$ cat src/rtl/pwm_capture.sv
// PWM receiver: recovers on-time and period (minus one) of an incoming PWM
// waveform in the same encoding the dac block consumes.
module pwm_capture #(
    parameter int unsigned N = 8
) (
    input  logic         clk,
    input  logic         reset,
    input  logic         pwm_in,
    output logic [N-1:0] t_on,
    output logic [N-1:0] period,
    output logic         valid,
    output logic         timeout,
    output logic         locked
);

    localparam logic [N:0]   LIM = (N+1)'((1 << N) + 1);
    localparam logic [N-1:0] SAT = {N{1'b1}};

    typedef enum logic [1:0] {
        IDLE,
        HIGH,
        LOW
    } state_t;

    state_t       state;
    state_t       state_nxt;
    logic         sync1;
    logic         pwm_s;
    logic         pwm_d;
    logic         rise;
    logic         fall;
    logic         to;
    logic [N:0]   cyc;
    logic [N:0]   cyc_m1;
    logic [N-1:0] h;
    logic [N-1:0] h_sat;
    logic [N-1:0] p_sat;
    logic         stuck_done;
    logic         rep_norm;
    logic         rep_stuck;

    assign rise   = pwm_s & ~pwm_d;
    assign fall   = ~pwm_s & pwm_d;
    assign to     = (cyc == LIM) & ~rise & ~fall;
    assign cyc_m1 = cyc - 1'b1;
    assign h_sat  = (cyc > {1'b0, SAT}) ? SAT : cyc[N-1:0];
    assign p_sat  = (cyc_m1 > {1'b0, SAT}) ? SAT : cyc_m1[N-1:0];

    always_ff @(posedge clk or negedge reset) begin
        if (!reset) begin
            sync1 <= 1'b0;
            pwm_s <= 1'b0;
            pwm_d <= 1'b0;
        end else begin
            sync1 <= pwm_in;
            pwm_s <= sync1;
            pwm_d <= pwm_s;
        end
    end

    // Counter saturates so a stuck input is detected once and stays quiet.
    always_ff @(posedge clk or negedge reset) begin
        if (!reset) begin
            cyc <= '0;
        end else if (rise) begin
            cyc <= (N+1)'(1);
        end else if (cyc != LIM) begin
            cyc <= cyc + 1'b1;
        end
    end

    always_comb begin
        state_nxt = state;
        rep_norm  = 1'b0;
        rep_stuck = 1'b0;
        unique case (state)
            IDLE: begin
                if (rise) begin
                    state_nxt = HIGH;
                end else if (to && !stuck_done) begin
                    rep_stuck = 1'b1;
                end
            end
            HIGH: begin
                if (fall) begin
                    state_nxt = LOW;
                end else if (to) begin
                    rep_stuck = 1'b1;
                    state_nxt = IDLE;
                end
            end
            LOW: begin
                if (rise) begin
                    rep_norm  = 1'b1;
                    state_nxt = HIGH;
                end else if (to) begin
                    rep_stuck = 1'b1;
                    state_nxt = IDLE;
                end
            end
            default: state_nxt = IDLE;
        endcase
    end

    always_ff @(posedge clk or negedge reset) begin
        if (!reset) begin
            state <= IDLE;
        end else begin
            state <= state_nxt;
        end
    end

    always_ff @(posedge clk or negedge reset) begin
        if (!reset) begin
            h          <= '0;
            stuck_done <= 1'b0;
        end else begin
            if (state == HIGH && fall) begin
                h <= h_sat;
            end
            if (rise) begin
                stuck_done <= 1'b0;
            end else if (rep_stuck) begin
                stuck_done <= 1'b1;
            end
        end
    end

    always_ff @(posedge clk or negedge reset) begin
        if (!reset) begin
            t_on    <= '0;
            period  <= '0;
            valid   <= 1'b0;
            timeout <= 1'b0;
            locked  <= 1'b0;
        end else begin
            valid <= rep_norm | rep_stuck;
            if (rep_norm) begin
                t_on    <= h;
                period  <= p_sat;
                timeout <= 1'b0;
                locked  <= 1'b1;
            end else if (rep_stuck) begin
                t_on    <= pwm_s ? SAT : '0;
                period  <= SAT;
                timeout <= 1'b1;
                locked  <= 1'b0;
            end
        end
    end

endmodule

$ cat config.mk
export PLATFORM = sky130hd
export DESIGN_NAME = pwm_capture
export DESIGN_NICKNAME = d
export VERILOG_FILES = /design/src/rtl/pwm_capture.sv
export SDC_FILE = /design/constraint.sdc
export NUM_CORES = 1
export LEC_CHECK = 0
export CAP_MARGIN = 10
export CORE_ASPECT_RATIO = 1.25
export CORE_MARGIN = 2
export CORE_UTILIZATION = 50
export DETAILED_ROUTE_END_ITERATION = 12
export GPL_TIMING_DRIVEN = 1
export MAX_ROUTING_LAYER = met4
export PLACE_DENSITY = 0.81
export SYNTH_ARGS = -nofsm -noshare
export SYNTH_HDL_FRONTEND = slang
export SYNTH_SLANG_ARGS = --single-unit
$ cat constraint.sdc
create_clock -name clk -period 1.8 [get_ports clk]
set_input_delay 0.54 -clock clk [delete_from_list [all_inputs] [get_ports clk]]
set_output_delay 0.54 -clock clk [all_outputs]
set_load 0.03 [all_outputs]
# Word-level counts from Yosys, hierarchy flattened
# Cells that the tools add are included.
# op_classes
reduce_logical	7
mux	27
eq_ne	5
bitwise_logic	9
n_lt_le_gt_ge	2
add_sub_neg	2
# ops
op	n
8-bit two-way mux	7
9-bit by 8-bit greater-than comparator with 1-bit output, second input constant	2
9-bit two-way mux	2
1-bit two-way mux	12
9-bit by 1-bit adder with 9-bit output, second input constant	1
9-bit == test, second input constant	1
9-bit != test, second input constant	1
9-bit by 1-bit subtractor with 9-bit output, second input constant	1
2-bit two-way mux	4
2-bit case mux with 3 select lines	1
2-bit nonzero test	3
1-bit bitwise AND	4
1-bit NOT	4
1-bit case mux with 3 select lines	1
2-bit by 1-bit == test with 1-bit output, second input constant	1
2-bit == test, second input constant	1
1-bit logical AND	2
2-bit logical NOT	1
2-bit != test, second input constant	1
1-bit logical NOT	1
1-bit OR	1
# totals
ff_bits	42
input_bits	3

# Longest topological paths before layout
# Gate-level depths: netlist of run 1.
# depth
depth_word	11
ltp_mapped	7
depth_no_buf	7

# Worst setup path before layout of run 1
# Ideal clock, no wire load.
# synth_path
kind	reg-to-reg
startpoint	reg cyc[0]
endpoint	reg period[0]
arrival_ns	1.647
setup_slack_ns	0.015
path_buffers	0
stages_incl_launch_ff	7
required_time_ns	1.662
cell_sequence	dfrtp_1 inv_1 ha_1 nor3b_1 a21oi_1 nor3_2 a2bb2oi_1
# synth_between
elab_chain_cells	8
word_cells_on_any_way	15
cone_classes	add/sub: 1; order compare: 1; eq/ne: 1; mux: 8; bitwise: 2; reduce/logical: 2
# synth_lines
item	line	text
from (decl)	33	logic [N:0] cyc;
from (signal assigned)	66	cyc <= (N+1)'(1);
from (signal assigned)	68	cyc <= cyc + 1'b1;
parallel branches: the longest is 8 deep, another holds 9-bit by 1-bit subtractor with 9-bit output	--	
to (signal assigned)	140	period <= p_sat;
to (decl)	10	output logic [N-1:0] period,
# Several ways; the timed one is not identified.
# A chain may end at the register's enable or synchronous reset.

# Final worst setup path of run 1
# layout_path
startpoint	reg cyc[3]
endpoint	reg period[7]
# The elaborated chain is that of the path after synthesis.

==> results of run 1 <==
## cells by family after synthesis
logic type               synth area share (%)
adder cells (fa/ha/maj)                  3.70
AO/OA/AOI/OAI                            15.1
flip-flops                               52.6
multiplexers                            0.501
AND/OR/NAND/NOR                          19.0
XOR/XNOR                                 4.82
buffers and inverters                    4.26
## state kept, by name, indices dropped and copies added (netlist names), 2 cells and up
signal  cells
cyc         9
state       2
period      8
h           8
t_on        8
## where the power goes
part	total, µW	switching (µW)	internal, µW	leakage (µW)
logic	1410	843	564	0.000590
clock network	591	318	274	0.0000452
registers	1420	193	1220	0.000531
## per-layer routing
layer | GRT usage, % | part of all wire, % | vias up
met2 | 35.6 | 52 | 27
met1 | 25.9 | 43 | 721
met4 | 10.1 | 1.8 | 0
li1 | - | - | 745
met3 | 4.12 | 3.1 | 5
met5 | - | 0 | -
## path summary, 6_finish.rpt
kind	start	endpoint
worst max-delay path	cyc[3]	period[7]
worst min-delay path	reset	cyc[2]
worst max register to register	cyc[3]	period[7]
worst min register to register	sync1	pwm_s
max in group asynchronous	reset	t_on[5]
min in group clk	sync1	pwm_s
## critical path, stage by stage (launching register included)
cell and delay, ns:
dfrtp_1 0.51, or4_1 0.62, nor4_2 0.22, xnor2_1 0.18, a2bb2oi_2 0.07
## through the flow
step	cell area [µm²]	TNS, ns
2_1_floorplan	2000	0
3_3_place_gp	2360	0
3_5_place_dp	2360	-0.123
4_1_cts	2430	0
5_1_grt	2480	0
6_report	2480	0
## cell usage after synthesis (2+ instances only)
master,instances,area share (%)
buf_2,2,0.50
a2bb2oi_1,7,3.1
nand2b_1,3,0.94
ha_1,5,3.1
nor2b_1,2,0.63
xor2_1,3,1.3
a21oi_1,14,3.5
nand4_1,4,1.3
nor3_1,2,0.50
o31ai_1,2,0.75
nor2_1,20,3.8
o21a_1,2,0.75
buf_6,2,1.1
a21o_1,2,0.75
nand3_1,9,2.3
dfrtp_1,42,53
inv_1,7,1.3
xnor2_1,8,3.5
o21ai_0,11,2.8
clkbuf_1,5,0.94
nand2_1,19,3.6
o211ai_1,3,1.1
## timing repair
action	in CTS	in global routing
resized for setup	20	3
setup buffers	0	6
setup endpoints to repair	26	13
pin swaps	0	3
## layout make-up
class | count | area (µm²) | share of cell area, %
tap | 54 | 67.6 | 2.72
clock buffer | 6 | 72.6 | 2.92
timing repair buffer | 45 | 374 | 15.1
sequential | 42 | 1050 | 42.3
clock inverter | 2 | 13.8 | 0.554
multi-input combinational | 132 | 877 | 35.3
inverter | 7 | 26.3 | 1.06
==> out/qor.yml, run 1 <==
design_power_total_uw: 3420
clock-sinks: 42
port_buffers: 21
final.period_utilization_pct: 94.9
rsz0062_at_grt: "no"
hold_ws_ns: 0.173
layout_common_cells: "dfrtp_1 (42), buf_4 (23), nor2_1 (20)"
rows: 25
vias: 1498
place_worst_setup_slack_ns: -0.0347
drt_iter0_drc: 75
status: "completed"
vias_per_cell: 5.20
mostFrequentLayoutCell: "dfrtp_1"
drc: 0
grt_pass1_wl_um: 6800
die_area_um2: 4520
p_leak_uw: 0.00117
cp-end-kind: "flip-flop"
clock.fmax_mhz: 585
htree_levels: 2
postSynthCellCount: 191
synth_ff_type: "dfrtp_1"
powerDensity_nw_per_um2: 1380
synth_edf_count: 0
cp.arrival_ns: 1.90
drive_gt1_share_pct: 18.4
finalNonFillerCells: 288
yosysSeqAreaShare_pct: 52.6
grt_max_degree: 26
antenna_left: 0
nNetsFinal: 241
worstHoldPathType: "in2async"
grt_pass1_vias: 1437
critPathMaxFanout: 9
cts_hold_buf: 0
syn2layout_area_growth_pct: 24.3
syn_area_um2: 2000
cts_max_path_buffers: 2
track_usage_pct: 21.8
fp.dieH_um: 74.7
cp-start-kind: "flip-flop"
criticalPathCategory: "reg2reg"
yosys_warnings: 0
hold_viol_final: 0
fillers: 330
peakVddDrop_v: 0.000766
clk_latency_ns: 0.30
grt_antenna_before_repair: 0
dp_hpwl_um: 2900
slew_violations: 0
setup_ws_ns: 0.0920
skew_ns: 0.0119
reg2regPathDepth: 4
root_buffer: "clkbuf_8"
synth_cell_types: 39
dpl.cell_count: 274
initial_core_util_pct: 52.3
routed_wl_um: 4090
gp_congestion: 0.836
die-width_um: 60.5
gr-total-overflow: 0
firstDrtPassIters: 4
ios: 22
relSlewSlack_pct: 68.8
core_um2: 3820
syn_nets: 199
worstMarginPinSlew_ns: 0.466
async_reset_ff_share_pct: 100
wl_per_cell_um: 14.2
crit_required_ns: 1.99
final_util_pct: 65.0
cap_violations: 0
r2r_setup_slack_ns: 0.09
cts_tree: "yes"
num_antenna_cells: 0
setup_viol: 0
avgSynthCellArea_um2: 10.5
clkTransAtPathRegs_ns: 0.08
ys_ff_latch: 42
period_needed_ns: 1.71
cts_buffers: 5
No activity file was read; power rests on OpenSTA's default activity.
==> run 2, diff against run 1 <==
Settings changed: SKIP_LAST_GASP from default to 1.
==> results of run 2 <==
Final layout, timing and power as in run 1 (identical DEF).
==> run 3, diff against run 2 <==
Settings changed: CTS_CLUSTER_SIZE from default to 28.
==> results of run 3 <==
Final layout, timing and power as in run 1 (identical DEF).
